[src/rtl/hangman_engine.sv]
// Hangman game engine: fetches a word from an external ROM, scans guesses one letter per cycle,
// and tracks found letters and wrong tries. Optional used-letter history via GUESS_HISTORY_EN.
module hangman_engine #(
    parameter int WORD_LEN  = 5,
    parameter int CHAR_W    = 5,
    parameter int MAX_TRIES = 7,
    parameter int ROM_AW    = 6,
    localparam int TRY_W    = $clog2(MAX_TRIES + 1)
) (
    input  logic                       clk,
    input  logic                       rst,
    input  logic                       start,
    input  logic                       guess_valid,
    input  logic [CHAR_W-1:0]          guess_char,
    output logic                       guess_ready,
    output logic [ROM_AW-1:0]          rom_addr,
    input  logic [WORD_LEN*CHAR_W-1:0] rom_data,
    output logic [WORD_LEN-1:0]        found,
    output logic [TRY_W-1:0]           tries_used,
    output logic                       guess_done,
    output logic                       guess_hit,
    output logic                       win,
    output logic                       lose,
    output logic                       busy
);
    localparam int IDX_W = (WORD_LEN > 1) ? $clog2(WORD_LEN) : 1;

    typedef enum logic [2:0] {IDLE, LOAD, FETCH, WAIT, SCAN, RESOLVE, WIN, LOSE} state_t;

    state_t                     state_reg, state_next;
    logic [15:0]                lfsr_reg;
    logic [WORD_LEN*CHAR_W-1:0] word_reg;
    logic [CHAR_W-1:0]          char_reg;
    logic [IDX_W-1:0]           idx_reg;
    logic [WORD_LEN-1:0]        found_reg;
    logic [TRY_W-1:0]           tries_reg;
    logic                       hit_reg;
    logic                       win_reg;
    logic                       lose_reg;
    logic [ROM_AW-1:0]          rom_addr_reg;

    logic [CHAR_W-1:0]          letter [WORD_LEN];
    logic                       idx_last;
    logic                       all_found;
    logic [TRY_W-1:0]           tries_inc;
    logic                       skip_reg;
    logic                       seen;

    genvar gi;
    generate
        for (gi = 0; gi < WORD_LEN; gi++) begin : g_letter
            assign letter[gi] = word_reg[gi*CHAR_W +: CHAR_W];
        end
    endgenerate

    assign idx_last  = (idx_reg == IDX_W'(WORD_LEN - 1));
    assign all_found = &found_reg;
    assign tries_inc = (tries_reg == TRY_W'(MAX_TRIES)) ? tries_reg : tries_reg + TRY_W'(1);

`ifdef GUESS_HISTORY_EN
    // One bit per possible letter code; a repeated letter resolves immediately without a scan.
    logic [2**CHAR_W-1:0] mask_reg;

    assign seen = mask_reg[guess_char];

    always_ff @(posedge clk or negedge rst) begin
        if (!rst) begin
            mask_reg <= '0;
            skip_reg <= 1'b0;
        end else begin
            if (state_reg == LOAD)
                mask_reg <= '0;
            else if (state_reg == RESOLVE && !skip_reg)
                mask_reg[char_reg] <= 1'b1;
            if (state_reg == WAIT && guess_valid)
                skip_reg <= seen;
        end
    end
`else
    assign seen     = 1'b0;
    assign skip_reg = 1'b0;
`endif

    always_ff @(posedge clk or negedge rst) begin
        if (!rst) state_reg <= IDLE;
        else      state_reg <= state_next;
    end

    always_comb begin
        state_next = state_reg;
        case (state_reg)
            IDLE, WIN, LOSE: if (start) state_next = LOAD;
            LOAD:            state_next = FETCH;
            FETCH:           state_next = WAIT;
            WAIT:            if (guess_valid) state_next = seen ? RESOLVE : SCAN;
            SCAN:            if (idx_last) state_next = RESOLVE;
            RESOLVE: begin
                if (skip_reg)                         state_next = WAIT;
                else if (hit_reg && all_found)        state_next = WIN;
                else if (hit_reg)                     state_next = WAIT;
                else if (tries_inc == TRY_W'(MAX_TRIES)) state_next = LOSE;
                else                                  state_next = WAIT;
            end
            default:         state_next = IDLE;
        endcase
    end

    always_ff @(posedge clk or negedge rst) begin
        if (!rst) begin
            lfsr_reg     <= 16'h0001;
            word_reg     <= '0;
            char_reg     <= '0;
            idx_reg      <= '0;
            found_reg    <= '0;
            tries_reg    <= '0;
            hit_reg      <= 1'b0;
            win_reg      <= 1'b0;
            lose_reg     <= 1'b0;
            rom_addr_reg <= '0;
        end else begin
            lfsr_reg <= {lfsr_reg[14:0], lfsr_reg[15] ^ lfsr_reg[14] ^ lfsr_reg[12] ^ lfsr_reg[3]};
            case (state_reg)
                IDLE, WIN, LOSE: begin
                    if (start) begin
                        found_reg <= '0;
                        tries_reg <= '0;
                        hit_reg   <= 1'b0;
                        win_reg   <= 1'b0;
                        lose_reg  <= 1'b0;
                    end
                end
                LOAD:  rom_addr_reg <= lfsr_reg[ROM_AW-1:0];
                FETCH: word_reg <= rom_data;
                WAIT: begin
                    if (guess_valid) begin
                        char_reg <= guess_char;
                        idx_reg  <= '0;
                        hit_reg  <= 1'b0;
                    end
                end
                SCAN: begin
                    if (letter[idx_reg] == char_reg) begin
                        found_reg[idx_reg] <= 1'b1;
                        hit_reg            <= 1'b1;
                    end
                    if (!idx_last) idx_reg <= idx_reg + IDX_W'(1);
                end
                RESOLVE: begin
                    if (!skip_reg) begin
                        if (hit_reg && all_found) begin
                            win_reg <= 1'b1;
                        end else if (!hit_reg) begin
                            tries_reg <= tries_inc;
                            if (tries_inc == TRY_W'(MAX_TRIES)) lose_reg <= 1'b1;
                        end
                    end
                end
                default: ;
            endcase
        end
    end

    assign guess_ready = (state_reg == WAIT);
    assign guess_done  = (state_reg == RESOLVE);
    assign guess_hit   = hit_reg;
    assign busy        = (state_reg == LOAD) || (state_reg == FETCH) ||
                         (state_reg == SCAN) || (state_reg == RESOLVE);
    assign rom_addr    = rom_addr_reg;
    assign found       = found_reg;
    assign tries_used  = tries_reg;
    assign win         = win_reg;
    assign lose        = lose_reg;

endmodule

[config.mk]
export PLATFORM = sky130hd
export DESIGN_NAME = hangman_engine
export DESIGN_NICKNAME = d
export VERILOG_FILES = /design/src/rtl/hangman_engine.sv
export SDC_FILE = /design/constraint.sdc
export NUM_CORES = 1
export LEC_CHECK = 0
export ABC_AREA = 1
export CAP_MARGIN = 20
export CORE_MARGIN = 8
export CORE_UTILIZATION = 55
export DETAILED_ROUTE_END_ITERATION = 6
export PLACE_DENSITY = 0.95
export SETUP_SLACK_MARGIN = 0.02
export SYNTH_ARGS = -nofsm -noshare
export SYNTH_HDL_FRONTEND = slang
export SYNTH_SLANG_ARGS = --single-unit
export TNS_END_PERCENT = 20
[constraint.sdc]
create_clock -name clk -period 3.9 [get_ports clk]
set_input_delay 0.78 -clock clk [delete_from_list [all_inputs] [get_ports clk]]
set_output_delay 0.78 -clock clk [all_outputs]
set_load 0.005 [all_outputs]
# Yosys cells after proc, flatten, opt, wreduce, memory -nomap -nowiden
# Index checks and enable logic that the tools add are counted.
dict set report classes {
  addsub 2
  n_lt_le_gt_ge 3
  n_eq_ne 20
  n_mux 33
  n_bitwise 5
  reduce_logical 20
}
# op count
set op_table {}
lappend op_table {{3-bit 2-to-1 mux} 12}
lappend op_table {{3-bit == test, second input constant} 7}
lappend op_table {{5-bit 2-to-1 mux} 4}
lappend op_table {{3-bit one-hot mux with 6 select lines} 1}
lappend op_table {{5-bit binary-select mux with 3-bit select} 1}
lappend op_table {{2-bit != test, second input constant} 7}
lappend op_table {{3-bit one-hot mux with 2 select lines} 2}
lappend op_table {{3-bit AND reduction} 4}
lappend op_table {{5-bit one-hot mux with 2 select lines} 1}
lappend op_table {{5-bit AND reduction} 2}
lappend op_table {{1-bit 2-to-1 mux} 8}
lappend op_table {{4-bit AND reduction} 2}
lappend op_table {{3-bit by 1-bit adder with 3-bit output, second input constant} 2}
lappend op_table {{3-bit by 2-bit == test with 1-bit output, second input constant} 2}
lappend op_table {{2-bit nonzero test} 3}
lappend op_table {{5-bit == test} 1}
lappend op_table {{5-bit OR} 1}
lappend op_table {{4-bit >= comparator, second input constant} 1}
lappend op_table {{3-bit by 4-bit less-than comparator with 1-bit output, second input constant} 1}
lappend op_table {{2-bit by 1-bit != test with 1-bit output, second input constant} 2}
lappend op_table {{3-bit NOT with 4-bit output} 1}
lappend op_table {{1-bit one-hot mux with 2 select lines} 2}
lappend op_table {{1-bit demux with 3-bit select} 1}
lappend op_table {{3-bit by 1-bit == test with 1-bit output, second input constant} 1}
lappend op_table {{other kinds (9)} 14}
dict set report word_totals {
  register_bits 69
  in_bits 34
  output_inout_bits 20
  word_cells 94
}

# Logic depth before layout (Yosys ltp)
# Gate-level depths: netlist (run 1).
dict set report depth {
  depth_word 7
  ltp_mapped 15
  depth_no_buf 15
}

# Worst setup path after synthesis (run 1)
# Ideal clock, no wire load.
dict set report synth_path {
  path_kind {reg-to-output}
  start {reg state_reg[2]}
  end {out busy}
  arrival_ns 0.902
  required_ns 3.120
  setup_slack_ns 2.218
  stages_incl_launch_ff 8
  path_buffers 0
  cell_sequence {dfrtp_1 inv_2 nand2_1 nor2_1 inv_1 nand2_1 inv_1 nand2_1}
}
dict set report synth_via {
  elab_chain_len 4
  word_cells_on_any_way 7
  classes_between {eq/ne: 4; reduce/logical: 3}
}
# item line_no
set synth_rtl {}
lappend synth_rtl {{from (decl)} 30} ;# state_t state_reg, state_next;
lappend synth_rtl {{from (signal assigned)} 86} ;# else state_reg <= state_next;
lappend synth_rtl {{3-bit by 1-bit == test with 1-bit output / 3-bit by 2-bit == test with 1-bit output (equally long branches)} 166} ;# assign busy = (state_reg == LOAD) || (state_reg == FETCH) ||
lappend synth_rtl {{1-bit logical OR (2 in series)} 166}
lappend synth_rtl {{1-bit logical OR *} 167} ;# (state_reg == SCAN) || (state_reg == RESOLVE);
lappend synth_rtl {{to (decl)} 24} ;# output logic busy
# Mark *: on every way between the ends. The rest lies on a longest branch, timed or not.

# Worst setup path in the final report (run 1)
# Ends and elaborated chain as after synthesis.

==> impl_metrics.csv, run 1 <==
group,metric,value,unit
outcome,status,"complete, no violations",
synth,synth_seq_cells,69,
flow_run,max-cap-violations,0,
drt,post-route-drc-count,0,
cells_and_area,drive_above_1_share,11.96,%
placement,dp_slack,1.001,ns
clock_network,cts_max_level,3,
grt,grt_max_degree,48,
floorplanning,dieHeight,90.89,µm
worst_hold_path,min_path_cells,0,
drt,wl_met2,3.364,mm
synth,yosysTopAreaCellShare,55.17,%
cells_and_area,multi_input_comb_area,1192,µm²
sta,timing.setup.tns,0,ns
floorplanning,initial_cell_density_of_the_core,56.36,%
synth,synth-seq-area-share,56.02,%
synth,synth-adder-area-share,1.217,%
synth,postSynthNetCount,394,
sta,max_slew.worst_pin.slew,0.6728,ns
floorplanning,area_of_the_core_region,5473,µm²
synth,syn_inst,357,
synth,synthSimpleGateAreaFrac,26.90,%
setup_path,reg2regPathDepth,15,
setup_path,critical_path.startpoint_type,"flip-flop",
worst_hold_path,hp-start,"lfsr_reg[13]",
synth,fraction_of_the_mapped_netlist_area_in_compound_gates,6.572,%
clock_network,post_cts_buffers,0,
synth,main_combinational_cell_family_by_area_after_synthesis,"simple AND/OR/NAND/NOR gates",
synth,yosys_most_used_dff,"dfrtp_1",
drt,ant_nets,0,
grt,grt_pass1_vias,2620,
synth,post_synth_instance_area,3084,µm²
cells_and_area,max_reg_flops,25,
clock_network,post_cts_resized,0,
setup_path,reg2reg_slack,1.70,ns
clock_network,cts.sink_count,69,
drt,dr.max_layer_used,"met4",
cells_and_area,fillerInstances,415,
drt,wl_met1,2.911,mm
synth,netlist_top_cells_area,"dfrtp_1 55%, nand2_1 17%, o21ai_0 3.2%, nor2_1 2.7%, nand3_1 2.4%",
worst_hold_path,min_path_type,"reg2reg",
clock_network,cts.root.buffer_cell,"clkbuf_8",
synth,synth_area_per_cell,8.639,µm²
setup_path,setup.worst_path.start,"state_reg[2]",
worst_hold_path,min_delay_worst_endpoint,"lfsr_reg[14]",
drt,wl_met3,446,µm
sta,max_freq,305.0,MHz
sta,postLayoutSetupSlackWorst,0.6217,ns
setup_path,critPathKind,"reg2out",
cells_and_area,antenna_cells,0,
synth,yosys.cell_count.top_type,"nand2_1",
power_and_ir_drop,power.leakage,1.938,nW
cells_and_area,synthToLayoutAreaGrowth,25.48,%
drt,detailedRoute.firstIterationViolations,156,
clock_network,post_cts_hold_buffer_count,0,
power_and_ir_drop,power.ir.vdd_worst,345.1,µV
sta,report.final.setup_viol,0,
setup_path,critical_path_arrival,2.50,ns
floorplanning,placementRows,27,
synth,yosys_warnings,0,
drt,drt-vias-per-instance,5.212,
sta,fin_crit,3.278,ns
synth,post_synth_xor_area_fraction,1.420,%
synth,synth-async-reset-ratio,100.0,%
setup_path,r2r_end,"found[4]",
setup_path,cp.required,3.12,ns
placement,portBuffers,53,
sta,fin_crit_sh,84.06,%
placement,detailed_place_hpwl,5.062,mm
clock_network,cts.clk_slew.worst_paths,0.08,ns
cells_and_area,nets,450,
sta,relSlewSlack,54.98,%
sta,finalClockSkew,0.008580,ns
synth,number_of_enable_type_register_cells_in_the_synthesized_netlist,0,
synth,synthDominantAreaCellType,"dfrtp_1",
floorplanning,chipWidth,90.89,µm
synth,synth.area.mux_share,2.556,%
drt,vias,2554,
setup_path,critPathCaptureType,"output pin",
grt,grt-ovfl-total,0,
sta,maxSlewViolCount,0,
clock_network,cts_tree,"yes",
drt,wl,6.946,mm
grt,grt_util_all_layers,17.98,%
power_and_ir_drop,pwr_density_cell,692.4,nW/µm²
floorplanning,die_area,8260,µm²
clock_network,clkLatencyLatePin,0.34,ns
synth,ys_top_cells_by_count,"141 x nand2_1, 68 x dfrtp_1, 22 x nor2_1",
sta,rsz0062_at_grt,"no",
cells_and_area,regArea,1728,µm²
synth,netlist-cell-type-count,31,
drt,detail_route.first_pass.iterations,4,
sta,final-hold-violation-count,0,
drt,post_drt_wl_per_cell,14.18,µm
setup_path,worst-path-max-fanout,30,
floorplanning,io-pin-count,54,
clock_network,cts_inserted_buffers,9,
clock_network,clockBufferDepth,2,
setup_path,r2r-start,"idx_reg[0]",
grt,global_route_wire_length_before_repair,12.10,mm
placement,place.gp.congestion,0.8609,
grt,antenna_found_initial,0,
-- power breakdown --
part	internal [mW]	total [mW]	switching (mW)	leakage [nW]
registers	0.909	1.05	0.144	0.903
logic	0.375	1.03	0.652	0.934
clock network	0.330	0.600	0.270	0.102
-- metrics by stage --
stage | hold WS, ns | power (mW) | instance area [µm²] | std cells | util, %
detailed placement | 0.3393 | 2.079 | 3660 | 474 | 66.87
global route | 0.3624 | 2.902 | 3870 | 490 | 70.71
CTS | 0.3566 | 2.687 | 3870 | 490 | 70.71
global placement | 0.3324 | 2.007 | 3660 | 474 | 66.87
floorplan | 0.3312 | 1.767 | 3084 | 357 | -
finish | 0.3540 | 2.680 | 3870 | 490 | 70.71
-- area by class of cell --
type / count / share of cell area [%]
sequential: 69 / 44.65
clock buffer: 11 / 3.912
inverter: 29 / 2.813
clock inverter: 5 / 1.520
tap: 72 / 2.328
timing repair buffer: 55 / 13.97
multi-input combinational: 249 / 30.81
-- metal layers --
metal,GRT usage (%),vias up
li1,-,1244
met1,21.45,1184
met2,28.81,107
met3,4.406,19
met4,10.64,0
met5,0,-
-- worst max path at each step --
stage                end  slack [ns]  cells past startpoint
global route        busy        0.44                      9
finish              busy        0.62                      9
CTS                 busy        0.61                      9
detailed placement  busy        1.00                      9
floorplan           busy        2.22                      7
global placement    busy        1.10                      9
-- logic make-up (layout without fill, tap and decap cells) --
logic type,count (synthesis),count (layout)
adders and majority gates,3,3
AOI/OAI and AO/OA,36,36
muxes,7,7
xor gates and xnor gates,5,5
and+or+nand+nor,198,198
buffers and inverters,39,100
DFF,69,69
-- placed cells by master, fill, tap and decap left out, drive strengths merged --
master	instances
a21oi	1
buf	3
mux2	7
or2	1
nor3b	1
bufinv	1
clkinvlp	2
inv	29
clkdlybuf4s50	52
nand3	15
xnor2	2
clkbuf	11
clkinv	2
dfstp	1
xor2	3
dfrtp	68
nor3	3
nor2	25
nand2	143
nand4	10
ha	3
o21ai	33
o21bai	1
o22ai	1
-- critical path, cell delays in order, from the launching register on --
cell             delay (ns)
dfrtp_1                0.38
inv_2                  0.09
nand2_1                0.11
nor2_1                 0.12
buf_4                  0.29
inv_1                  0.37
nand2_1                0.15
inv_1                  0.08
nand2_1                0.07
clkdlybuf4s50_1        0.50
No activity file was read; power rests on OpenSTA's default activity.
==> run 2, diff against run 1 <==
Settings changed: CORE_UTILIZATION 55 to 47, PLACE_DENSITY 0.95 to 0.87.
Clock period 3.9 ns to 3 ns, I/O delays scaled along.
==> run 2 against run 1 <==
  * Non-clock buffer count increased by 2
  * Worst setup slack got worse by 0.10 ns
  * Final cell count grew 1.4%
  * Critical path type unchanged
  * Critical endpoint unchanged
==> impl_metrics.csv, run 2 (same netlist as run 1, synthesis figures left out) <==
group,metric,value,unit
outcome,status,"complete, no violations",
floorplanning,die_area,9410,µm²
placement,detailed_place_hpwl,5.181,mm
sta,fin_crit,2.480,ns
floorplanning,io-pin-count,54,
drt,vias,2543,
floorplanning,chipWidth,97.01,µm
sta,max_slew.worst_pin.slew,0.4855,ns
flow_run,max-cap-violations,0,
clock_network,post_cts_buffers,0,
sta,maxSlewViolCount,0,
floorplanning,placementRows,29,
clock_network,cts_inserted_buffers,9,
clock_network,clkLatencyLatePin,0.35,ns
drt,dr.max_layer_used,"met4",
clock_network,cts.root.buffer_cell,"clkbuf_8",
drt,drt-vias-per-instance,5.117,
clock_network,post_cts_hold_buffer_count,0,
drt,detail_route.first_pass.iterations,4,
cells_and_area,highest_count_cells_in_the_layout_ignoring_fill_and_taps,"141 x nand2_1, 68 x dfrtp_1, 52 x clkdlybuf4s50_1",
cells_and_area,synthToLayoutAreaGrowth,26.82,%
drt,wl_met3,430,µm
cells_and_area,max_reg_flops,25,
drt,post-route-drc-count,0,
cells_and_area,fillerInstances,527,
cells_and_area,instances_no_fill,497,
grt,grt-ovfl-total,0,
grt,global_route_wire_length_before_repair,12.48,mm
cells_and_area,multi_input_comb_area,1195,µm²
cells_and_area,nets,452,
clock_network,cts_tree,"yes",
cells_and_area,drive_above_1_share,12.38,%
sta,final-hold-violation-count,0,
drt,wl_met2,3.464,mm
grt,antenna_found_initial,0,
setup_path,cp.buffers_inverters,3,
sta,timing.setup.tns,0,ns
drt,detailedRoute.firstIterationViolations,207,
floorplanning,initial_cell_density_of_the_core,48.57,%
setup_path,critical_path.startpoint_type,"flip-flop",
sta,max_freq,403.2,MHz
worst_hold_path,min_path_type,"in2async",
floorplanning,area_of_the_core_region,6350,µm²
setup_path,critPathKind,"reg2out",
setup_path,largest_incremental_delay_on_the_critical_path,0.50,ns
setup_path,critical_path_arrival,1.88,ns
cells_and_area,most_common_cell_after_layout_fill_and_taps_aside,"nand2_1",
drt,post_drt_wl_per_cell,14.49,µm
clock_network,cts.sink_count,69,
floorplanning,dieHeight,97.01,µm
cells_and_area,regArea,1728,µm²
setup_path,cp.required,2.40,ns
setup_path,critical-path-slowest-cell,"clkdlybuf4s50_1",
cells_and_area,antenna_cells,0,
drt,wl,7.200,mm
clock_network,clockBufferDepth,2,
setup_path,critPathCaptureType,"output pin",
sta,report.final.setup_viol,0,
grt,grt_util_all_layers,16.06,%
placement,portBuffers,53,
drt,ant_nets,0,
sta,fin_crit_sh,82.67,%
drt,wl_met1,3.070,mm
setup_path,dominant_delay_contributor_by_cell_family_on_the_critical_path,"buffers and inverters",
grt,grt_max_degree,70,
clock_network,post_cts_resized,0,
sta,rsz0062_at_grt,"no",
power_and_ir_drop,power.ir.vdd_worst,400.9,µV
clock_network,cts_max_level,3,
setup_path,worst-path-max-fanout,10,
sta,finalClockSkew,0.005991,ns
clock_network,cts.clk_slew.worst_paths,0.07,ns
setup_path,cp_cell_sequence,"nor2_1 -> inv_1 -> nor2_4 -> inv_2 -> nand2_1 -> clkdlybuf4s50_1",
power_and_ir_drop,power.leakage,1.949,nW
placement,placed_cells_incl_taps,481,
power_and_ir_drop,pwr_density_cell,904.9,nW/µm²
placement,place.gp.congestion,0.9419,
sta,relSlewSlack,67.63,%
grt,grt_pass1_vias,2707,
run 2: changes by cell type in the layout (fill, tap and decap cells not counted):
cell        before  now
clkbuf_8        11    9
buf_12           0    1
buf_4            2    3
bufinv_16        1    2
clkbuf_1         0    1
clkinv_4         1    0
clkinvlp_4       2    3
nor2_1          22   21
nor2_2           2    3
run 2: worst paths after layout:
kind | start | endpoint | slack, ns | cells after the start
hold / removal | rst | rom_addr[1] | 0.26 | 2
min in group clk | lfsr_reg[7] | lfsr_reg[8] | 0.35 | 0
setup / recovery | state_reg[1] | busy | 0.52 | 6
hold reg to reg | lfsr_reg[7] | lfsr_reg[8] | 0.35 | 0
setup reg to reg | idx_reg[0] | found[3] | 0.94 | 15
max in group asynchronous | rst | lfsr_reg[0] | 2.43 | 2
run 2: final cells by class:
type	count	area share (%)
Timing Repair Buffer	57	14.52
Tap cell	77	2.463
Sequential cell	69	44.18
Inverter	29	2.783
Multi-Input combinational cell	249	30.55
Clock buffer	10	3.263
Clock inverter	6	2.239
run 2: through the flow:
step	power, mW	area [µm²]	utilization, %	setup slack, ns	hold WS, ns
final	3.539	3911	61.60	0.5198	0.2561
after detailed placement	2.706	3696	58.21	0.8972	0.3355
after global routing	3.824	3911	61.60	0.3775	0.2742
after CTS	3.552	3911	61.60	0.5041	0.2688
after floorplan	2.297	3084	-	1.420	0.3044
after global placement	2.640	3696	58.21	0.9294	0.3342
run 2: power by group:
group | switching [mW] | leakage [nW] | internal [mW]
Combinational | 0.834 | 0.948 | 0.501
Clock | 0.353 | 0.0985 | 0.466
Sequential | 0.202 | 0.903 | 1.18
Total | 1.39 | 1.95 | 2.15
run 2: routing by layer:
metal	track usage, %	vias to the layer above
met5	0	-
met1	18.82	1192
li1	-	1246
met4	7.692	0
met3	5.548	20
met2	25.68	85
